### src/rtl/dbus_uncached_responder.sv
// Purpose : responder end of the uncached data bus; posts stores into a small
//           write buffer, orders loads behind them, and issues single-beat
//           req/ack/rvalid memory requests.
// Latency : stores complete in 0 cycles while the buffer has room; a load
//           takes 4 cycles with a fully pipelined memory and an empty buffer.
// Backpressure: dbus_stall rises on a full buffer, on any load until its data
//           returns, and on stores while a load is in flight; mem_req is held
//           until mem_ack.
//
// Ports:
//   clk, rst                  clock, asynchronous active-high reset
//   dbus_read / dbus_write    load / store request from the core
//   dbus_address              word-aligned physical byte address
//   dbus_byteenable/_wrdata   store lanes and data
//   dbus_stall                combinational "not completed this cycle"
//   dbus_rddata               data of the last completed load (registered)
//   mem_req/we/addr/be/wdata  registered memory request, held until mem_ack
//   mem_ack                   request accepted
//   mem_rvalid / mem_rdata    one read-data pulse per accepted read
//
// Build option: define UNCACHED_WBUF_MERGE_EN to let a store to the same word
// as the newest buffered entry merge into it (byte-lane wise) instead of
// allocating a new entry.

module dbus_uncached_responder #(
    parameter int WBUF_DEPTH = 4,
    parameter int ADDR_WIDTH = 32
) (
    input  logic                  clk,
    input  logic                  rst,
    input  logic                  dbus_read,
    input  logic                  dbus_write,
    input  logic [ADDR_WIDTH-1:0] dbus_address,
    input  logic [3:0]            dbus_byteenable,
    input  logic [31:0]           dbus_wrdata,
    output logic                  dbus_stall,
    output logic [31:0]           dbus_rddata,
    output logic                  mem_req,
    output logic                  mem_we,
    output logic [ADDR_WIDTH-1:0] mem_addr,
    output logic [3:0]            mem_be,
    output logic [31:0]           mem_wdata,
    input  logic                  mem_ack,
    input  logic                  mem_rvalid,
    input  logic [31:0]           mem_rdata
);

    localparam int AW = (WBUF_DEPTH > 1) ? $clog2(WBUF_DEPTH) : 1;
    localparam int CW = AW + 1;

    localparam logic [1:0] S_IDLE    = 2'd0;
    localparam logic [1:0] S_RD_REQ  = 2'd1;
    localparam logic [1:0] S_RD_WAIT = 2'd2;
    localparam logic [1:0] S_RD_DONE = 2'd3;

    logic [1:0]            r_state;
    logic [AW-1:0]         r_head;
    logic [AW-1:0]         r_tail;
    logic [CW-1:0]         r_count;

    logic [ADDR_WIDTH-1:0] r_wb_addr [WBUF_DEPTH];
    logic [3:0]            r_wb_be   [WBUF_DEPTH];
    logic [31:0]           r_wb_data [WBUF_DEPTH];

    logic                  r_mem_req;
    logic                  r_mem_we;
    logic [ADDR_WIDTH-1:0] r_mem_addr;
    logic [3:0]            r_mem_be;
    logic [31:0]           r_mem_wdata;
    logic [31:0]           r_rddata;

    logic                  w_full;
    logic                  w_empty;
    logic                  w_idle;
    logic                  w_head_presented;
    logic                  w_pop;
    logic                  w_load_head;
    logic                  w_rd_start;
    logic                  w_merge;
    logic                  w_enq;
    logic                  w_stall;
    logic [3:0]            w_head_be;
    logic [31:0]           w_head_data;

    // Full is derived from the registered count only, so a drain ack in the
    // same cycle never frees a slot for a store until the next cycle.
    assign w_full           = (r_count == CW'(WBUF_DEPTH));
    assign w_empty          = (r_count == '0);
    assign w_idle           = (r_state == S_IDLE);
    assign w_head_presented = r_mem_req & r_mem_we;
    assign w_pop            = w_head_presented & mem_ack;
    // A drain request is launched only from a quiet port, which leaves a
    // one-cycle gap after each ack and avoids any ack-to-req path.
    assign w_load_head      = w_idle & ~r_mem_req & ~w_empty;
    // Empty buffer plus no request in flight means every earlier store has
    // been acked, so the load may go out.
    assign w_rd_start       = w_idle & ~r_mem_req & w_empty & dbus_read;

`ifdef UNCACHED_WBUF_MERGE_EN
    logic [AW-1:0] w_tail_idx;
    logic [3:0]    w_merge_be;
    logic [31:0]   w_merge_data;

    assign w_tail_idx = r_tail - AW'(1);

    // The newest entry is off-limits only while it is the head already
    // sitting on mem_*; with one entry in the buffer the newest is the head.
    assign w_merge = w_idle & dbus_write & ~w_empty
                   & (r_wb_addr[w_tail_idx][ADDR_WIDTH-1:2] == dbus_address[ADDR_WIDTH-1:2])
                   & ~((r_count == CW'(1)) & w_head_presented);

    assign w_merge_be = r_wb_be[w_tail_idx] | dbus_byteenable;

    always_comb begin
        for (int i = 0; i < 4; i++) begin
            w_merge_data[8*i +: 8] = dbus_byteenable[i] ? dbus_wrdata[8*i +: 8]
                                                        : r_wb_data[w_tail_idx][8*i +: 8];
        end
    end

    // If the head is launched in the same cycle it absorbs a merge, launch
    // the merged value so the buffer and the bus never disagree.
    assign w_head_be   = (w_merge && (w_tail_idx == r_head)) ? w_merge_be   : r_wb_be[r_head];
    assign w_head_data = (w_merge && (w_tail_idx == r_head)) ? w_merge_data : r_wb_data[r_head];
`else
    assign w_merge     = 1'b0;
    assign w_head_be   = r_wb_be[r_head];
    assign w_head_data = r_wb_data[r_head];
`endif

    assign w_enq = w_idle & dbus_write & ~w_full & ~w_merge;

    always_comb begin
        w_stall = 1'b0;
        case (r_state)
            S_IDLE: begin
                if (dbus_read)
                    w_stall = 1'b1;
                else if (dbus_write)
                    w_stall = w_full & ~w_merge;
            end
            S_RD_REQ,
            S_RD_WAIT: w_stall = dbus_read | dbus_write;
            // The held load completes here; a store would have to wait.
            S_RD_DONE: w_stall = dbus_write;
            default:   w_stall = 1'b0;
        endcase
    end

    // Buffer storage carries no reset: validity lives in head/tail/count.
    always_ff @(posedge clk) begin
        if (w_enq) begin
            r_wb_addr[r_tail] <= dbus_address;
            r_wb_be[r_tail]   <= dbus_byteenable;
            r_wb_data[r_tail] <= dbus_wrdata;
        end
`ifdef UNCACHED_WBUF_MERGE_EN
        else if (w_merge) begin
            r_wb_be[w_tail_idx]   <= w_merge_be;
            r_wb_data[w_tail_idx] <= w_merge_data;
        end
`endif
    end

    always_ff @(posedge clk or posedge rst) begin
        if (rst) begin
            r_state     <= S_IDLE;
            r_head      <= '0;
            r_tail      <= '0;
            r_count     <= '0;
            r_mem_req   <= 1'b0;
            r_mem_we    <= 1'b0;
            r_mem_addr  <= '0;
            r_mem_be    <= 4'h0;
            r_mem_wdata <= 32'h0;
            r_rddata    <= 32'h0;
        end else begin
            if (w_pop)
                r_head <= r_head + AW'(1);
            if (w_enq)
                r_tail <= r_tail + AW'(1);

            case ({w_enq, w_pop})
                2'b10:   r_count <= r_count + CW'(1);
                2'b01:   r_count <= r_count - CW'(1);
                default: r_count <= r_count;
            endcase

            case (r_state)
                S_IDLE: begin
                    if (w_pop) begin
                        r_mem_req <= 1'b0;
                    end else if (w_load_head) begin
                        r_mem_req   <= 1'b1;
                        r_mem_we    <= 1'b1;
                        r_mem_addr  <= r_wb_addr[r_head];
                        r_mem_be    <= w_head_be;
                        r_mem_wdata <= w_head_data;
                    end else if (w_rd_start) begin
                        r_mem_req  <= 1'b1;
                        r_mem_we   <= 1'b0;
                        r_mem_addr <= dbus_address;
                        r_mem_be   <= 4'hF;
                        r_state    <= S_RD_REQ;
                    end
                end
                S_RD_REQ: begin
                    if (mem_ack) begin
                        r_mem_req <= 1'b0;
                        r_state   <= S_RD_WAIT;
                    end
                end
                S_RD_WAIT: begin
                    if (mem_rvalid) begin
                        r_rddata <= mem_rdata;
                        r_state  <= S_RD_DONE;
                    end
                end
                S_RD_DONE: r_state <= S_IDLE;
                default:   r_state <= S_IDLE;
            endcase
        end
    end

    assign dbus_stall  = w_stall;
    assign dbus_rddata = r_rddata;
    assign mem_req     = r_mem_req;
    assign mem_we      = r_mem_we;
    assign mem_addr    = r_mem_addr;
    assign mem_be      = r_mem_be;
    assign mem_wdata   = r_mem_wdata;

endmodule
### config.mk
export PLATFORM = sky130hd
export DESIGN_NAME = dbus_uncached_responder
export DESIGN_NICKNAME = d
export VERILOG_FILES = /design/src/rtl/dbus_uncached_responder.sv
export SDC_FILE = /design/constraint.sdc
export NUM_CORES = 1
export LEC_CHECK = 0
export ABC_AREA = 1
export CORE_MARGIN = 10
export CORE_UTILIZATION = 39
export CTS_CLUSTER_DIAMETER = 200
export DETAILED_ROUTE_END_ITERATION = 8
export PLACE_DENSITY_LB_ADDON = 0.1
export SYNTH_ARGS = -nofsm -noshare
export SYNTH_HDL_FRONTEND = slang
export SYNTH_SLANG_ARGS = --single-unit
### constraint.sdc
create_clock -name clk -period 6.1 [get_ports clk]
set_input_delay 1.22 -clock clk [delete_from_list [all_inputs] [get_ports clk]]
set_output_delay 1.22 -clock clk [all_outputs]
set_load 0.005 [all_outputs]
==> results of run 1 <==
==> state kept, by name, summed over array words and instances, names as in the netlist <==
register     cells
r_head           2
r_wb_addr      128
mem_be           4
r_count          3
r_wb_data      128
mem_wdata       32
r_state          2
mem_req          1
dbus_rddata     32
r_tail           2
mem_addr        32
mem_we           1
r_wb_be         16
==> report_power, final <==
part	switching [mW]	internal [mW]	leakage, nW
clock network	0.985	1.51	0.672
registers	0.329	3.44	3.78
logic	1.81	1.36	2.52
==> layer usage <==
| metal | vias up | routed length (um) |
|---|---|---|
| li1 | 4541 | - |
| met1 | 4667 | 16220 |
| met2 | 199 | 18250 |
| met3 | 42 | 1861 |
| met4 | 0 | 523 |
| met5 | - | 0 |
==> through the flow <==
stage / area [um2] / util / power (mW) / instances / setup slack, ns
final: 18750 / 0.4967 / 9.436 / 1930 / 2.420
after global routing: 18750 / 0.4966 / 10.12 / 1929 / 2.381
after CTS: 18750 / 0.4966 / 9.616 / 1928 / 2.409
after detailed placement: 17370 / 0.4601 / 7.083 / 1850 / 2.415
after global placement: 17370 / 0.4601 / 7.034 / 1850 / 2.400
after floorplan: 14970 / - / 5.732 / 1187 / 1.371
==> area by class of cell <==
cell class	instances	area (um2)	area share
diodes	2	5.005	0.0002669
clock buffers	60	1212	0.06465
clock inverters	18	163.9	0.008740
inverters	31	123.9	0.006605
multi-input cells	704	3478	0.1855
flip-flops and latches	383	10950	0.5839
well taps	511	639.4	0.03409
repair buffers	221	2180	0.1162
==> worst reg2reg max path, cell delays in order (launching register included) <==
cell and delay, ns:
dfrtp_4 0.77, inv_4 0.77, buf_4 0.72, nand2_1 0.19
nand3_1 0.10, nand3_1 0.13, a21oi_1 0.20
==> worst paths after layout <==
| kind | startpoint | endpoint |
|---|---|---|
| max | dbus_read | dbus_stall |
| min reg2reg | mem_wdata[18]$_DFFE_PP0P_ | mem_wdata[18]$_DFFE_PP0P_ |
| min in group asynchronous | rst | dbus_rddata[6]$_DFFE_PP0P_ |
| min | mem_wdata[18]$_DFFE_PP0P_ | mem_wdata[18]$_DFFE_PP0P_ |
| max reg2reg | r_head[0]$_DFFE_PP0P_ | mem_addr[4]$_DFFE_PP0P_ |
| max in group asynchronous | rst | mem_wdata[11]$_DFFE_PP0P_ |
==> synthesized netlist by cell type, types with 4 or more instances <==
library cell / instances / area [um2]
o21ai_0: 102 / 510.5
xor2_1: 4 / 35.03
o22ai_1: 32 / 200.2
a21oi_1: 34 / 170.2
clkbuf_1: 16 / 60.06
buf_2: 23 / 115.1
nor2_1: 116 / 435.4
o21ai_1: 5 / 25.02
mux2_2: 32 / 360.4
buf_6: 13 / 146.4
ha_1: 9 / 112.6
or2_1: 4 / 25.02
inv_1: 27 / 101.4
nand2_1: 248 / 930.9
buf_4: 15 / 112.6
dfrtp_1: 111 / 2778
edfxtp_1: 272 / 8168
nand3_1: 106 / 530.5
==> logic make-up (layout without fill, tap and decap cells) <==
| group | after synthesis | after routing | share of synthesized area |
|---|---|---|---|
| buf+inv | 100 | 330 | 0.03837 |
| simple gates | 481 | 481 | 0.1325 |
| compound gates | 176 | 176 | 0.06202 |
| other cells | 0 | 2 | 0 |
| mux | 32 | 32 | 0.02407 |
| xor+xnor | 5 | 5 | 0.002926 |
| flops | 383 | 383 | 0.7313 |
| fa+ha+maj | 10 | 10 | 0.008861 |
==> results.md, run 1 <==
* Placeable Area at about 38000 um2
* Slowest cell on crit path: clkdlybuf4s50_1
* Syn Inst Count at approximately 1200
* Synthesized area at 14970 um2
* Min-Delay Path Class: reg2reg
* Clock buffer depth at 3
* Commonest cells after routing, fill and taps aside: edfxtp_1 (272), nand2_1 (248), clkdlybuf4s50_1 (208), nor2_1 (112), dfrtp_1 (109)
* Final Critical Period at ~3.7 ns
* Cell count along the critical path at 4
* # hold bufs at CTS at 0
* Met2 usage at 0.2629
* GR Util All Layers at 0.1562
* CP Cell Sequence: clkdlybuf4s50_1 > inv_1 > o21ai_0 > clkdlybuf4s50_1
* Clk Tree Root Cell: clkbuf_16
* Yosys reg bits at ~380
* Placer Congestion at ~0.7
* Via count at 9449
* Hold Crit Depth at 2
* Final WL at roughly 37000 um
* CTS buffer count at 42
* Top Ports at roughly 210
* Peak Freq at 271.8 MHz
* Drt wl/cell at approximately 19 um
* Syn nets at ~1300
* Crit path top cell by count: clkdlybuf4s50_1
* Total grt overflow at 0
* CTS tree: built
* Insertion delay to the later sink of the worst-skew pair at around 0.53 ns
* Vias in the first global route at ~9600
* Reg2reg setup slack at roughly 3.2 ns
* Most used routing layer: met2
* Port Buf Inserts at about 210
* RSZ-0062 raised after global routing: no
* LEAKAGE at between 6 and 7 nW
* Die Ht at ~220 um
* Synth warn at 0
* CP startpoint kind: input port
* Largest net degree at the start of global routing at 80
* Detailed Routing Iterations Pass 1 at 4
* H-tree depth at 2
* Pwr dens at about 500 nW/um2
* Relative slew slack at 0.2486
* Initial antenna violation count at 2
* CP max stage delay at between 0.5 and 0.6 ns
* Final Cycle Share at 0.6033
* CP Capture Type: output port
* TNS Setup at 0 ns
* Met1 Usage GRT at 0.2026
* Worst Path Max Fanout at 2
* Initial cell density of the core at 0.3965
* Setup Viol. Count Final at 0
* Crit path kind: in2out
* Outcome: finished clean
* Die Wd at 215.9 um
* Worst Path Arrival at between 2 and 2.5 ns
* Most common cell after layout, fill and taps aside: edfxtp_1
* Max Slew Vio Count at 0
* CP top delay family: buffers and inverters
* HPWL Detailed at 21100 um
* Hold_ws at about 0.48 ns
* Initial DRC Count at 530
* Syn Area/Cell at 12.61 um2
* Worst Reg-to-Reg Cells at 6
* Worst Path Buf+Inv at 3
* Part of the Yosys area used for sequential elements at 0.7313
* Die footprint at 46620 um2
* VDD IR max at approximately 0.00026 V
* Worst clock skew at 0.01297 ns
* Nets at around 1500
* Maxcap violations at 0
* Rows at between 70 and 80
* Cts repair resizes at 0
* Area growth, synth to finish at 25.29%
* Post-synth EDFFs at approximately 270
* Final hold vios at 0
* Post-synth top flop: edfxtp_1
* Data required, critical path at 4.88 ns
* Number of fill cells at roughly 3400
* Fraction of layout cells with a size suffix above 1 at 0.08751
* Postcts setup bufs at 0
* DRC Markers at 0
* Clock transition at path regs at about 0.050 ns
* Async S/R FF share, synth at 0.2898
* Post-route ant nets at 0
* GR Util met3 at 0.03273
* Count of different cell masters after synthesis at 31
* Clock sink total at around 380
* Vias per cell at a little under 5
* Least-Margin Pin Slew at approximately 1.1 ns
* First-pass GRT wire length at just under 60000 um
No activity file was read; power rests on OpenSTA's default activity.
==> run 2: changes to the inputs <==
- clock period: 6.1 -> 3.8 ns (I/O delays scaled with it)
==> results.md, run 2 (same netlist as run 1, synthesis figures left out) <==
* GR Util All Layers at 0.1576 (+0.001396)
* H-tree depth at 2 (unchanged)
* Die footprint at 46620 um2 (unchanged)
* Final Cycle Share at 0.7450
* Peak Freq at 353.2 MHz
* Drt wl/cell at 19.55 um (+2.4%)
* Register area at 10950 um2 (unchanged)
* HPWL Detailed at 21750 um (+3.1%)
* VDD IR max at 0.0004509 V (+75%)
* Sequential Power Share at 0.400 (about the same)
* Placeable Area at 37760 um2 (unchanged)
* Comb pwr share at 0.353 (+0.017)
* Relative slew slack at 0.3111 (+0.06249)
* Sw frac at 0.3397 (+0.008465)
* Data required, critical path at 3.04 ns (-1.84 ns)
* Antenna cells at 0 (-2)
* Net Sw Power at 5.096 mW (+63%)
* CTS tree: built
* Commonest cells after routing, fill and taps aside: edfxtp_1 (272), nand2_1 (248), clkdlybuf4s50_1 (208), nor2_1 (112), dfrtp_1 (109)
* DP Area at 17490 um2 (+0.71%)
* Biggest regs: r_wb_addr x128, r_wb_data x128
* CP Cell Sequence: inv_1 > ha_1 > nor2_1 > nand2_1 > nand2_1 > o21ai_0 > clkdlybuf4s50_1
* Fraction of layout cells with a size suffix above 1 at 0.09225 (+0.004745)
* Port Buf Inserts at 208 (unchanged)
* Worst Reg-to-Reg Cells at 6 (unchanged)
* Via count at 9538 (+0.94%)
* CP startpoint kind: register
* LEAKAGE at 6.969 nW (-0.12%)
* Nets at 1506 (+0.47%)
* Least-Margin Pin Slew at 1.032 ns (-0.09524 ns)
* Hold Path End: mem_wdata[1]$_DFFE_PP0P_
* Crit path kind: reg2out
* Most common cell after layout, fill and taps aside: edfxtp_1
* Clock sink total at 383 (unchanged)
* RSZ-0062 raised after global routing: no
* Pwr dens at 800.7 nW/um2 (+59%)
* Insertion delay to the later sink of the worst-skew pair at 0.52 ns (about the same)
* Initial antenna violation count at 1 (-1)
* Total grt overflow at 0 (unchanged)
* CP max stage delay at 0.45 ns (-0.08 ns)
* Crit path top cell by count: nand2_1
* Worst hold start: mem_wdata[1]$_DFFE_PP0P_
* R2r endpoint: mem_wdata[31]$_DFFE_PP0P_
* TNS Setup at 0 ns (unchanged)
* Worst Path Arrival at 2.07 ns (-0.39 ns)
* Rows at 71 (unchanged)
* Die Ht at 215.9 um (unchanged)
* Initial cell density of the core at 0.3965 (unchanged)
* Area of the multi-input gates at 3478 um2 (unchanged)
* Clock buffer depth at 3 (unchanged)
* Final Critical Period at between 2 and 3 ns
* Power share of the clock group at 0.246 (-0.018)
* Number of fill cells at 3347 (-0.21%)
* Final WL at 37750 um (+2.5%)
* Final hold vios at 0 (unchanged)
* Vias in the first global route at 9645 (+0.28%)
* Cts repair resizes at 0 (unchanged)
* Outcome: finished clean
* Hold Crit Depth at 2 (unchanged)
* Area growth, synth to finish at 25.16%
* # hold bufs at CTS at 0 (unchanged)
* CTS buffer count at 41 (-2.4%)
* Worst Path Max Fanout at 4 (+2)
* CP Capture Type: output port
* Maxcap violations at 0 (unchanged)
* Placer Congestion at 0.7076 (-0.16%)
* Worst clock skew at 0.01497 ns (+0.002000 ns)
* Max Slew Vio Count at 0 (unchanged)
* Slowest cell on crit path: clkdlybuf4s50_1
* Clock transition at path regs at 0.06 ns (about the same)
* Design area at 18730 um2 (-0.10%)
* Clk Tree Root Cell: clkbuf_16
* Postcts setup bufs at 0 (unchanged)
* Largest net degree at the start of global routing at 89 (+11%)
* Top Ports at 209 (unchanged)
* Die Wd at 215.9 um (unchanged)
* DRC Markers at 0 (unchanged)
* Setup Viol. Count Final at 0 (unchanged)
* Vias per cell at 4.939 (+0.89%)
* Min-Delay Path Class: reg2reg
* Initial DRC Count at 547 (+3.2%)
* Worst r2r src: r_head[0]$_DFFE_PP0P_
* First-pass GRT wire length at 58020 um (+0.17%)
* Post-route ant nets at 0 (unchanged)
* Detailed Routing Iterations Pass 1 at 5 (+1)
* Cell Int Power at 9.905 mW (+57%)
* Reg2reg setup slack at 1.34 ns (-1.81 ns)
## run 2: cell count changes in the layout (fill, tap and decap cells not counted), sizes merged
cell and change:
buf +8, clkbuf -5, bufinv -2, diode -2, clkinvlp +1, inv +1
## run 2: metrics by stage
stage / util / setup WS, ns / std cells / power (mW) / hold WS [ns]
2_1_floorplan: - / -0.4690 / 1187 / 9.202 / 0.4724
3_3_place_gp: 0.4634 / 1.050 / 1858 / 11.46 / 0.4655
3_5_place_dp: 0.4634 / 1.053 / 1858 / 11.51 / 0.4640
4_1_cts: 0.4962 / 0.9278 / 1931 / 15.25 / 0.4848
5_1_grt: 0.4962 / 0.8347 / 1931 / 16.03 / 0.4962
6_report: 0.4962 / 0.9690 / 1931 / 15.00 / 0.4788
## run 2: worst max-delay path by stage
stage | start | end | cells past startpoint
3_3_place_gp | dbus_read | dbus_stall | 4
4_1_cts | r_state[0]$_DFFE_PP0P_ | dbus_stall | 7
2_1_floorplan | dbus_write | r_wb_addr[0][0]$_DFFE_PP_ | 2
3_5_place_dp | dbus_read | dbus_stall | 4
5_1_grt | r_state[0]$_DFFE_PP0P_ | dbus_stall | 7
6_report | r_state[0]$_DFFE_PP0P_ | dbus_stall | 7
## run 2: area by class of cell
cell class                      count  share of cell area
Clock inverter                     18            0.007013
Tap cell                          511             0.03413
Sequential cell                   383              0.5845
Clock buffer                       55             0.05917
Inverter                           31            0.006612
Multi-Input combinational cell    704              0.1857
Timing Repair Buffer              229              0.1229
## run 2: routing by layer
| layer | global-route usage | wire length, um | vias up |
|---|---|---|---|
| li1 | - | - | 4548 |
| met1 | 0.2044 | 16790 | 4744 |
| met2 | 0.2662 | 18470 | 204 |
| met3 | 0.03273 | 1937 | 42 |
| met4 | 0.03612 | 553 | 0 |
| met5 | 0 | 0 | - |
## run 2: worst max-delay path: cells and delay by family (launching register included)
| kind | cells | cell delay (ns) |
|---|---|---|
| flip-flops | 1 | 0.40 |
| AO/OA/AOI/OAI | 1 | 0.07 |
| AND/OR/NAND/NOR | 3 | 0.25 |
| buffers and inverters | 2 | 0.53 |
| adder cells (fa/ha/maj) | 1 | 0.31 |
## run 2: power by group through the flow
stage / sequential (mW) / combinational, mW / clock (mW)
global placement: 6.08 / 5.38 / 0
global route: 6.12 / 5.95 / 3.96
floorplan: 6.03 / 3.17 / 0
detailed placement: 6.10 / 5.41 / 0
CTS: 6.02 / 5.44 / 3.79
finish: 6.01 / 5.30 / 3.69
